--- src/rtl/mem_arbiter.sv ---
// mem_arbiter: shares one single-ported memory between instruction fetch (I)
// and data load/store (D). One transaction at a time, D-priority with a
// starvation limit that forces an I grant after STARVE_LIMIT consecutive D
// grants while I waits.
//
// Ports:
//   clk, rst                      clock, asynchronous active-low reset
//   if_req/if_addr                fetch request and address (held until if_ack)
//   if_ack/if_rdata               fetch completion pulse and read data
//   d_req/d_addr/d_we/d_wdata     data request payload (held until d_ack)
//   d_ack/d_rdata                 data completion pulse and read data
//   mem_req/mem_addr/mem_we/mem_wdata  registered memory request
//   mem_ack/mem_rdata             memory completion and read data
//   busy                          high while a transaction is in flight or acking
//   grant_d                       owner of current/most recent grant (1 = D)
module mem_arbiter #(
  parameter int unsigned ADDR_W       = 16,
  parameter int unsigned DATA_W       = 16,
  parameter int unsigned STARVE_LIMIT = 3
) (
  input  logic              clk,
  input  logic              rst,
  input  logic              if_req,
  input  logic [ADDR_W-1:0] if_addr,
  output logic              if_ack,
  output logic [DATA_W-1:0] if_rdata,
  input  logic              d_req,
  input  logic [ADDR_W-1:0] d_addr,
  input  logic              d_we,
  input  logic [DATA_W-1:0] d_wdata,
  output logic              d_ack,
  output logic [DATA_W-1:0] d_rdata,
  output logic              mem_req,
  output logic [ADDR_W-1:0] mem_addr,
  output logic              mem_we,
  output logic [DATA_W-1:0] mem_wdata,
  input  logic              mem_ack,
  input  logic [DATA_W-1:0] mem_rdata,
  output logic              busy,
  output logic              grant_d
);

  localparam int unsigned CNT_W = 4;
  localparam logic [CNT_W-1:0] LIMIT = CNT_W'(STARVE_LIMIT);

  typedef enum logic [1:0] {S_IDLE, S_BUSY, S_RESP} state_e;

  state_e            state_q, state_d;
  logic [CNT_W-1:0]  starve_q, starve_d;
  logic              mem_req_q, mem_req_d;
  logic [ADDR_W-1:0] mem_addr_q, mem_addr_d;
  logic              mem_we_q, mem_we_d;
  logic [DATA_W-1:0] mem_wdata_q, mem_wdata_d;
  logic              if_ack_q, if_ack_d;
  logic              d_ack_q, d_ack_d;
  logic [DATA_W-1:0] if_rdata_q, if_rdata_d;
  logic [DATA_W-1:0] d_rdata_q, d_rdata_d;
  logic              grant_d_q, grant_d_d;
  logic              busy_q, busy_d;
  logic              pick_d;

  // Next-state, arbitration and output-register logic.
  always_comb begin
    state_d     = state_q;
    starve_d    = starve_q;
    mem_req_d   = mem_req_q;
    mem_addr_d  = mem_addr_q;
    mem_we_d    = mem_we_q;
    mem_wdata_d = mem_wdata_q;
    if_ack_d    = 1'b0;
    d_ack_d     = 1'b0;
    if_rdata_d  = if_rdata_q;
    d_rdata_d   = d_rdata_q;
    grant_d_d   = grant_d_q;
    busy_d      = busy_q;
    pick_d      = 1'b0;

    unique case (state_q)
      S_IDLE: begin
        if (if_req || d_req) begin
          // D wins unless I is waiting and has hit the starvation limit.
          pick_d      = d_req && !(if_req && (starve_q == LIMIT));
          grant_d_d   = pick_d;
          mem_addr_d  = pick_d ? d_addr : if_addr;
          mem_we_d    = pick_d & d_we;
          mem_wdata_d = pick_d ? d_wdata : '0;
          mem_req_d   = 1'b1;
          busy_d      = 1'b1;
          state_d     = S_BUSY;
          if (!pick_d) begin
            starve_d = '0;
          end else if (if_req && (starve_q != LIMIT)) begin
            starve_d = starve_q + CNT_W'(1);
          end
        end
      end
      S_BUSY: begin
        if (mem_ack) begin
          if (grant_d_q) begin
            d_rdata_d = mem_rdata;
            d_ack_d   = 1'b1;
          end else begin
            if_rdata_d = mem_rdata;
            if_ack_d   = 1'b1;
          end
          mem_req_d = 1'b0;
          state_d   = S_RESP;
        end
      end
      S_RESP: begin
        // Ack drops here; IDLE samples requests no earlier than the next edge.
        busy_d  = 1'b0;
        state_d = S_IDLE;
      end
      default: begin
        mem_req_d = 1'b0;
        busy_d    = 1'b0;
        state_d   = S_IDLE;
      end
    endcase
  end

  // State and output registers; reset aborts any in-flight transaction.
  always_ff @(posedge clk or negedge rst) begin
    if (!rst) begin
      state_q     <= S_IDLE;
      starve_q    <= '0;
      mem_req_q   <= 1'b0;
      mem_addr_q  <= '0;
      mem_we_q    <= 1'b0;
      mem_wdata_q <= '0;
      if_ack_q    <= 1'b0;
      d_ack_q     <= 1'b0;
      if_rdata_q  <= '0;
      d_rdata_q   <= '0;
      grant_d_q   <= 1'b0;
      busy_q      <= 1'b0;
    end else begin
      state_q     <= state_d;
      starve_q    <= starve_d;
      mem_req_q   <= mem_req_d;
      mem_addr_q  <= mem_addr_d;
      mem_we_q    <= mem_we_d;
      mem_wdata_q <= mem_wdata_d;
      if_ack_q    <= if_ack_d;
      d_ack_q     <= d_ack_d;
      if_rdata_q  <= if_rdata_d;
      d_rdata_q   <= d_rdata_d;
      grant_d_q   <= grant_d_d;
      busy_q      <= busy_d;
    end
  end

  assign mem_req   = mem_req_q;
  assign mem_addr  = mem_addr_q;
  assign mem_we    = mem_we_q;
  assign mem_wdata = mem_wdata_q;
  assign if_ack    = if_ack_q;
  assign d_ack     = d_ack_q;
  assign if_rdata  = if_rdata_q;
  assign d_rdata   = d_rdata_q;
  assign grant_d   = grant_d_q;
  assign busy      = busy_q;

endmodule

--- config.mk ---
export PLATFORM = sky130hd
export DESIGN_NAME = mem_arbiter
export DESIGN_NICKNAME = d
export VERILOG_FILES = /design/src/rtl/mem_arbiter.sv
export SDC_FILE = /design/constraint.sdc
export NUM_CORES = 1
export LEC_CHECK = 0
export CAP_MARGIN = 30
export CORE_UTILIZATION = 42
export DETAILED_ROUTE_END_ITERATION = 6
export PLACE_DENSITY = 0.79
export SYNTH_ARGS = -nofsm -noshare
export SYNTH_HDL_FRONTEND = slang
export SYNTH_SLANG_ARGS = --single-unit
--- constraint.sdc ---
create_clock -name clk -period 2 [get_ports clk]
set_input_delay 0.2 -clock clk [delete_from_list [all_inputs] [get_ports clk]]
set_output_delay 0.2 -clock clk [all_outputs]
set_load 0.03 [all_outputs]
# == After elaboration in Yosys (flattened, before gate mapping) ==
# Cells that the tools add are included.
# totals
regBits,76
in_bits,70
out_inout_bits,70
elab_cells,54
# classes
addsub,1
eq_ne,7
mux,17
bitwise_logic,4
n_reduce_logical,13
# ops
cell,n
$mux 16,2
$reduce_and 3->1,4
$mux 1,8
$mux 4,2
$reduce_and 2->1,3
$add 4x1->4 const B,1
$eq 4x2->1 const B,1
$mux 2,2
$ne 2x2->1 const B,2
$ne 4x2->1 const B,1
$pmux 2 s2,1
$logic_and 1x1->1,3
$not 1->1,3
$pmux 1 s3,1
$eq 2x1->1 const B,1
$eq 2x2->1 const B,1
$logic_not 2->1,1
$ne 2x1->1 const B,1
$pmux 1 s2,1
$and 1x1->1,1
$logic_not 1->1,1
$logic_or 1x1->1,1

# == Logic depth before layout (Yosys ltp) ==
# Gate-level depths: netlist (run 1).
# logic_depth
word_depth,6
ltp_mapped,7
depth_no_buf,4

# == Worst setup path after synthesis (run 1) ==
# No wires, ideal clock.
# synth_timing
kind,reg2reg
from,register starve_q[0]
to,"register mem_addr_q[10], in the netlist mem_addr[10]"
setup_time_ns,0.138
t_arrival_ns,1.413
required_ns,1.862
setup_slack_ns,0.449
stages_incl_launch_ff,8
n_path_buf,3
synth_period_minus_slack_ns,1.551
path_cell_list,dfrtp_1 > ha_1 > nand4bb_1 > buf_2 > and2_1 > buf_2 > buf_4 > o221ai_1
# synth_via
elab_chain_cells,5
# synth_rtl
element,line,text
from (decl),49,"logic [CNT_W-1:0] starve_q, starve_d;"
from (signal assigned),140,starve_q <= starve_d;
$eq 4x2->1,82,pick_d = d_req && !(if_req && (starve_q == LIMIT));
$logic_and 1x1->1,82,
$logic_not 1->1,82,
$logic_and 1x1->1,82,
$mux 16,84,mem_addr_d = pick_d ? d_addr : if_addr;
to (signal assigned),142,mem_addr_q <= mem_addr_d;
to (decl),51,"logic [ADDR_W-1:0] mem_addr_q, mem_addr_d;"
# Every way passes these cells.
# A chain may end at the register's enable or synchronous reset.

# == Final worst setup path (run 1) ==
# layout_timing
from,register starve_q[0]
to,"register mem_addr_q[8], in the netlist mem_addr[8]"
# Same word-level chain as after synthesis.

==> results of run 1 <==
-- cells by family (layout without fill, tap and decap cells) --
group                      Yosys count  after routing  share of synthesized area
adders and majority gates            1              1                   0.003963
and+or+nand+nor                     53             53                    0.09751
muxes                               33             33                     0.1284
DFF                                 76             76                     0.6025
buffers and inverters               40            183                    0.05826
AOI/OAI and AO/OA                   42             42                     0.1094
-- worst paths after layout --
path,end,slack [ns],depth (start not counted)
max in group asynchronous,starve_q[3],1.41,1
min,if_rdata[10],-0.002,1
max reg2reg,mem_addr[8],0.24,4
max,mem_addr[8],0.24,4
min reg2reg,mem_req,0.49,2
min in group clk,mem_wdata[13],0.44,2
-- registers in the layout (all words and copies together) (netlist names), 2 cells and up --
signal,count
d_rdata,16
if_rdata,16
mem_addr,16
mem_wdata,16
starve_q,4
state_q,2
-- per-stage QoR --
step,setup slack [ns],hold slack (ns),instance area (um^2),power [mW]
final,0.2356,-0.002312,4823,8.217
after global routing,0.1086,0.06667,4823,8.682
after CTS,0.2198,0.01740,4823,8.295
after detailed placement,0.1353,0.4022,4642,7.202
after global placement,0.1700,0.3939,4642,7.087
after floorplan,0.4491,-0.09559,3157,5.330
-- Yosys cell counts, types with 2 or more instances --
library cell	count	area (um^2)
buf_6	2	22.52
o21ai_0	5	25.02
nand3_1	18	90.09
o221ai_1	16	140.1
dfrtp_1	76	1902
mux2_4	9	135.1
a22o_1	19	166.4
buf_4	3	22.52
inv_1	19	71.32
mux2_2	24	270.3
nand4_1	17	106.4
clkbuf_1	10	37.54
buf_2	5	25.02
nand2_1	5	18.77
-- worst max-delay path: cells and delay by family (launching register included) --
family / cells / cell delay, ns
adders and majority gates: 1 / 0.24
and+or+nand+nor: 2 / 0.72
DFF: 1 / 0.41
AOI/OAI and AO/OA: 1 / 0.24
-- power by group --
part | total, mW | switching (mW) | internal [mW]
clock | 1.07 | 0.598 | 0.469
sequential | 2.72 | 0.446 | 2.27
combinational | 4.43 | 2.37 | 2.06
-- layout make-up --
cell class,count,share of cell area
inverters,19,0.01479
clock buffers,9,0.02568
clock inverters,7,0.01193
well taps,99,0.02568
multi-input cells,129,0.2231
flip-flops and latches,76,0.3943
repair buffers,148,0.3045
-- per-layer routing --
layer | GRT usage | vias up | part of all wire
met2 | 0.3203 | 122 | 0.47
met3 | 0.06063 | 7 | 0.10
li1 | - | 1178 | -
met5 | 0 | - | 0
met1 | 0.2514 | 1168 | 0.42
met4 | 0.08358 | 0 | 0.011
==> results by group, run 1 <==
Floorplanning
  – Vert. Die Dim: 88.70 um
  – IO Pins: 140
  – Initial core utilization: 0.4352
  – Core Rows: 31
  – Chip width: 88.70 um
  – DIE AREA: 0.007867 mm^2
  – Core box area: 0.007253 mm^2

Worst setup path
  – Critical path class: reg -> reg
  – Critical Path Max Stage Delay: 0.53 ns
  – CP max stage cell: and2_1
  – CP Launch Type: register
  – Worst EP required: 2.19 ns
  – CP Capture Type: register
  – Worst Path Max Fanout: 17
  – R2R Path Start: starve_q[0]
  – Launch point of the worst path: starve_q[0]
  – Critical path, cell by cell: ha_1, nand4bb_1, and2_1, o221ai_1
  – CP Data Arrival Time: 1.95 ns

Yosys
  – Syn Std Cell Area: 0.003157 mm^2
  – Post-synthesis sequential area ratio: 0.6025
  – Synth warnings: 0
  – Mapped Avg Cell Area: 12.88 um^2
  – Post-Syn Instances: 245
  – Yosys cell types: 31
  – Async set or reset register ratio after synthesis: 1.000
  – Top_reg_cell synth: dfrtp_1
  – Post-synth EDFFs: 0
  – #FFs+latches synth: 76
  – Syn nets: 316

Drt
  – Via count: 2475
  – Final WL: 7.568 mm
  – Drt first pass iters: 4
  – DRT iter0 DRCs: 53
  – Remaining DRCs: 0
  – Post-DR vias/cell: 5.082
  – Routed Antenna Nets: 0
  – WL per Instance: 15.54 um

Layout
  – # nets final: 454
  – Area grow syn2layout: 52.79%
  – Fill cells: 545
  – Fin util: 0.6650
  – Multi-input gate area: 0.001076 mm^2
  – Share of layout cells above drive strength 1: 0.1624
  – Antenna Cells: 0
  – Commonest non-fill, non-tap cells in the layout: clkdlybuf4s50_1, dfrtp_1, mux2_2, inv_1, a22o_1
  – Sequential Area: 0.001902 mm^2
  – Commonest non-fill, non-tap cell in the layout: clkdlybuf4s50_1
  – Final Non-Filler Cells: 487

Timing
  – Tightest Pin Transition: 0.9243 ns
  – Max Clock Freq: 566.8 MHz
  – Slew Limit Fails: 0
  – Tcrit/Tclk final: 0.8822
  – Final hold vios: 5
  – Endpoints failing setup: 0
  – Unrepaired setup endpoints after global routing: false
  – Layout Skew: 0.01093 ns
  – Setup TNS: 0 ns
  – Hold slack: -0.002312 ns
  – Crit path time final: 1.764 ns
  – Max_slew headroom: 0.3838

Clock tree
  – CTS Sinks: 76
  – CTS HTree Levels: 3
  – CTS Root Buffer Type: clkbuf_8
  – Max Buffers Root-to-Sink: 2
  – Postcts setup bufs: 0
  – CTS hold repair buffers: 0
  – CTS tree: done
  – Clock latency on the worst-skew pair: 0.35 ns
  – Clock-pin slew on the worst setup and hold paths: 0.09 ns
  – CTS buffer count: 9
  – Resized Gates After CTS: 0

Pwr
  – Peak VDD IR: 0.0009766 V
  – Power density cells: 1704 mW/mm^2
  – Leak: 2.066 nW

Outcome
  – Status: complete, but fails checks
  – Failing checks: hold timing

Global route
  – First-pass GRT wire length: 11.79 mm
  – Vias in the first global route: 2390
  – Largest net degree at the start of global routing: 77
  – All-Layer GR Usage: 0.1994
  – Antenna violations before repair: 0
  – GRT overflow: 0

Placed design
  – Placed insts: 471
  – Dpl hpwl: 5.599 mm
  – IO Port Bufs: 139
  – RePlAce Congestion: 0.7541

Hold path
  – Hold crit path type: in -> async

Job
  – Max-capacitance violation count: 0
Power figures use the tool's default switching activity.
==> run 2, diff against run 1 <==
CORE_UTILIZATION = 60   (was 42)
DONT_BUFFER_PORTS = 1   (was unset)
PLACE_DENSITY = 0.75   (was 0.79)
==> run 2 against run 1 <==
  * The flow now finishes without violations
  * Sequential power is 54% higher
  * Power is 16% lower
  * Maximum frequency is 0.41% lower
  * Final area is 23% lower
  * Worst hold slack better by 0.014 ns
  * Die area is 29% lower
  * Utilization is 6.3 points higher
  * Register-to-register slack hardly changed
  * Critical path type unchanged
  * Critical endpoint is now mem_wdata[8]
  * Largest cell class unchanged
  * Largest power group is now registers
  * Highest routed layer unchanged
==> results by group, run 2 (synthesis results as in run 1) <==
Clock tree
  – CTS buffer count: 9
  – Resized Gates After CTS: 0
  – Clock latency on the worst-skew pair: 0.33 ns
  – CTS Sinks: 76
  – Clock-pin slew on the worst setup and hold paths: 0.07 ns
  – CTS HTree Levels: 3
  – CTS Root Buffer Type: clkbuf_8
  – Max Buffers Root-to-Sink: 2
  – CTS tree: done

Layout
  – Commonest non-fill, non-tap cell in the layout: dfrtp_1
  – Final instance area: 0.003694 mm^2
  – Fill cells: 364
  – Final Non-Filler Cells: 348
  – Antenna Cells: 0
  – Share of layout cells above drive strength 1: 0.2230
  – Commonest non-fill, non-tap cells in the layout: dfrtp_1, dlygate4sd3_1, mux2_2, inv_1, a22o_1
  – Fin util: 0.7278
  – Area grow syn2layout: 17.00%
  – # nets final: 344

Timing
  – Unrepaired setup endpoints after global routing: false
  – Tightest Pin Transition: 0.6704 ns
  – Hold slack: 0.01198 ns
  – Final hold vios: 0
  – Setup TNS: 0 ns
  – Max Clock Freq: 564.4 MHz
  – Max_slew headroom: 0.5530
  – Final worst slack: 0.2284 ns
  – Tcrit/Tclk final: 0.8858
  – Crit path time final: 1.772 ns
  – Slew Limit Fails: 0
  – Endpoints failing setup: 0
  – Layout Skew: 0.009509 ns

Floorplanning
  – Initial core utilization: 0.6220
  – Vert. Die Dim: 74.54 um
  – IO Pins: 140
  – DIE AREA: 0.005555 mm^2
  – Core Rows: 26
  – Core box area: 0.005075 mm^2
  – Chip width: 74.54 um

Drt
  – Routed Antenna Nets: 0
  – Met1 WL: 2.655 mm
  – Met2 Routed Length: 3.459 mm
  – Post-DR vias/cell: 6.080
  – DRT iter0 DRCs: 52
  – Top Layer Used: met4
  – Remaining DRCs: 0
  – Met3 Wirelength: 608 um
  – WL per Instance: 19.58 um
  – Final WL: 6.814 mm
  – Via count: 2116
  – Drt first pass iters: 4

Placed design
  – Placed insts: 304
  – Placed Area: 0.003212 mm^2
  – Dpl hpwl: 4.167 mm
  – IO Port Bufs: 0
  – RePlAce Congestion: 0.7854
  – Dpl ws: 0.2591 ns

Outcome
  – Status: completed

Global route
  – GRT overflow: 0
  – All-Layer GR Usage: 0.2312
  – Largest net degree at the start of global routing: 77
  – Vias in the first global route: 2110
  – First-pass GRT wire length: 9.480 mm
  – Antenna violations before repair: 0

Job
  – Max-capacitance violation count: 0

Worst setup path
  – CP Data Arrival Time: 2.03 ns
  – CP Capture Type: register
  – Critical path class: reg -> reg
  – Worst Path Max Fanout: 18
  – CP Launch Type: register
  – R2R Path Start: starve_q[0]
  – R2R depth: 4
  – Reg2Reg Setup Slack: 0.23 ns
  – Reg-to-Reg End: mem_wdata[8]
  – Worst EP required: 2.26 ns

Pwr
  – Leak: 1.660 nW
  – Pwr Total: 6.876 mW
  – Power density cells: 1862 mW/mm^2
  – Peak VDD IR: 0.0008559 V

Hold path
  – Worst hold path depth: 1
  – HP Start: d_wdata[1]
  – Hold crit path type: in -> reg
  – Min-Delay Endpoint: mem_wdata[1]
-- run 2: changes by cell type in the layout (fill, tap and decap cells not counted), sizes merged, moves of 2 or more --
cell,before,now
inv,23,19
dlygate4sd3,0,27
clkbuf,9,11
clkdlybuf4s50,138,0
clkinv,1,3
-- run 2: power breakdown --
group / internal (mW) / switching [mW] / total, mW
logic: 0.891 / 0.718 / 1.61
clock network: 0.571 / 0.514 / 1.09
registers: 2.25 / 1.93 / 4.18
total: 3.71 / 3.16 / 6.88
-- run 2: final cells by class --
type | instances | area, um^2 | area share
Inverter | 19 | 71.32 | 0.01931
Sequential cell | 76 | 1902 | 0.5149
Multi-Input combinational cell | 129 | 1076 | 0.2913
Tap cell | 70 | 87.58 | 0.02371
Clock inverter | 5 | 52.55 | 0.01423
Clock buffer | 11 | 131.4 | 0.03557
Timing Repair Buffer | 38 | 372.9 | 0.1009
-- run 2: metal layers --
layer  vias to the layer above  GRT usage
met5                         -          0
met1                      1056     0.2726
li1                        945          -
met4                         0    0.09853
met2                       107     0.3834
met3                         8    0.08266
-- run 2: worst max-delay path, stage by stage, from the launching register on --
cell and delay (ns):
dfrtp_1 0.41, ha_1 0.24, nand4bb_1 0.19, and3_1 0.62
a22o_1 0.24
-- run 2: how the worst max path moves through the flow --
stage	start	to	slack (ns)	depth (start not counted)
3_5_place_dp	starve_q[0]	mem_wdata[1]	0.26	4
2_1_floorplan	starve_q[0]	mem_addr[10]	0.45	7
6_report	starve_q[0]	mem_wdata[8]	0.23	4
5_1_grt	starve_q[0]	mem_wdata[8]	0.11	4
4_1_cts	starve_q[0]	mem_wdata[10]	0.23	4
3_3_place_gp	starve_q[0]	mem_wdata[3]	0.35	4
-- run 2: repair_timing --
action | 4_1_cts | 5_1_grt
buffers inserted | 0 | 0
hold endpoints to repair | 91 | 13
hold buffers | 17 | 11
==> run 3, diff against run 2 <==
--- a/config.mk
+++ b/config.mk
@@ -11,4 +11,5 @@
 export DONT_BUFFER_PORTS = 1
 export PLACE_DENSITY = 0.75
+export REMOVE_ABC_BUFFERS = 1
 export SYNTH_ARGS = -nofsm -noshare
 export SYNTH_HDL_FRONTEND = slang
==> constraint.sdc (replaced) <==
create_clock -name clk -period 2 [get_ports clk]
set_input_delay 0.2 -clock clk [delete_from_list [all_inputs] [get_ports clk]]
set_output_delay 0.2 -clock clk [all_outputs]
set_load 0.05 [all_outputs]
==> run 3 against run 2 <==
  * First-iteration DRC count rose by 130%
  * Critical path depth did not move
  * Largest cell class unchanged
  * Clock-buffer cell count fell by 1
  * Register-to-register slack improved by 0.03 ns
  * Via count rose by 2.0%
  * Utilization rose by 2.2 points
  * Maximum frequency rose by 1.9%
==> results by group, run 3 (synthesis results as in run 1) <==
Outcome
  – Status: completed

Worst setup path
  – Critical Path Max Stage Delay: 0.61 ns
  – CP Capture Type: register
  – Worst Path Max Fanout: 18
  – CP Data Arrival Time: 2.00 ns
  – Critical path, cell by cell: ha_1, nand4bb_1, and3_1, a22o_1
  – Critical path class: reg -> reg
  – Worst EP required: 2.26 ns
  – Launch point of the worst path: starve_q[0]
  – Worst path bufs/invs: 0
  – CP max stage cell: and3_1
  – Crit-path leading delay family: simple AND/OR/NAND/NOR gates
  – R2R Path Start: starve_q[0]
  – CP Launch Type: register

Drt
  – WL per Instance: 21.17 um
  – Top Layer Used: met4
  – Met3 Wirelength: 566 um
  – Met2 Routed Length: 3.889 mm
  – Final WL: 7.515 mm
  – Routed Antenna Nets: 0
  – Post-DR vias/cell: 6.082
  – Met1 WL: 2.950 mm
  – Via count: 2159
  – Remaining DRCs: 0
  – DRT iter0 DRCs: 117
  – Drt first pass iters: 4

Timing
  – Final worst slack: 0.2617 ns
  – Crit path time final: 1.738 ns
  – Slew Limit Fails: 0
  – Max Clock Freq: 575.3 MHz
  – Max_slew headroom: 0.5635
  – Tcrit/Tclk final: 0.8691
  – Final hold vios: 0
  – Tightest Pin Transition: 0.6547 ns
  – Unrepaired setup endpoints after global routing: false
  – Endpoints failing setup: 0
  – Layout Skew: 0.01130 ns

Layout
  – Multi-input gate area: 0.001076 mm^2
  – Commonest non-fill, non-tap cell in the layout: dfrtp_1
  – # nets final: 351
  – Area grow syn2layout: 20.61%
  – Antenna Cells: 0
  – Fill cells: 355
  – Share of layout cells above drive strength 1: 0.2211
  – Commonest non-fill, non-tap cells in the layout: dfrtp_1, dlygate4sd3_1, mux2_2, inv_1, a22o_1
  – Sequential Area: 0.001902 mm^2

Global route
  – All-Layer GR Usage: 0.2555
  – Vias in the first global route: 2103
  – GRT overflow: 0
  – Largest net degree at the start of global routing: 77
  – First-pass GRT wire length: 10.36 mm
  – Antenna violations before repair: 0

Floorplanning
  – IO Pins: 140
  – Initial core utilization: 0.6220
  – Chip width: 74.54 um
  – DIE AREA: 0.005555 mm^2
  – Vert. Die Dim: 74.54 um
  – Core Rows: 26
  – Core box area: 0.005075 mm^2

Clock tree
  – CTS Sinks: 76
  – CTS Root Buffer Type: clkbuf_8
  – CTS tree: done
  – Clock latency on the worst-skew pair: 0.33 ns
  – Max Buffers Root-to-Sink: 2
  – CTS HTree Levels: 3
  – CTS buffer count: 9
  – Resized Gates After CTS: 0
  – Clock-pin slew on the worst setup and hold paths: 0.07 ns

Placed design
  – IO Port Bufs: 0
  – RePlAce Congestion: 0.7507
  – Dpl ws: 0.2992 ns
  – Dpl hpwl: 4.271 mm

Hold path
  – HP Start: d_wdata[6]
  – Hold crit path type: in -> reg

Job
  – Max-capacitance violation count: 0
[run 3: final timing paths]
kind                       slack, ns  cells past startpoint            end
setup / recovery                0.26                      4   mem_wdata[1]
hold / removal                  0.01                      1   mem_wdata[6]
setup reg to reg                0.26                      4   mem_wdata[1]
hold reg to reg                 0.53                      2    starve_q[1]
max in group asynchronous       1.26                      2  mem_wdata[12]
min in group asynchronous       0.44                      2   if_rdata[15]
[run 3: layout make-up]
type                    instances  share of cell area
inverters                      19             0.01873
flip-flops and latches         76              0.4995
clock buffers                  10             0.03615
clock inverters                 6             0.02300
well taps                      70             0.02300
repair buffers                 45              0.1170
multi-input cells             129              0.2826
[run 3: per-layer routing]
layer | GRT usage | up-vias
li1 | - | 964
met1 | 0.3135 | 1088
met2 | 0.4154 | 97
met3 | 0.08266 | 10
met4 | 0.1111 | 0
met5 | 0 | -
[run 3: through the flow]
stage	hold WS, ns	setup TNS [ns]	cells	cell area [um^2]	utilization
global route	0.0008909	0	355	3807	0.7502
finish	0.01436	0	355	3807	0.7502
detailed placement	-0.09415	0	303	3204	0.6314
global placement	-0.09410	0	303	3204	0.6314
CTS	0.0002083	0	346	3717	0.7325
floorplan	-0.09559	-23.43	224	3044	-
[run 3: what timing repair did]
item	in CTS	in global routing
setup buffers	0	0
endpoints found under the hold margin	105	10
hold buffers	27	9
Power of run 3 is not shown: default switching activity piles up to over one toggle a cycle in this logic, so the estimate is an artifact.
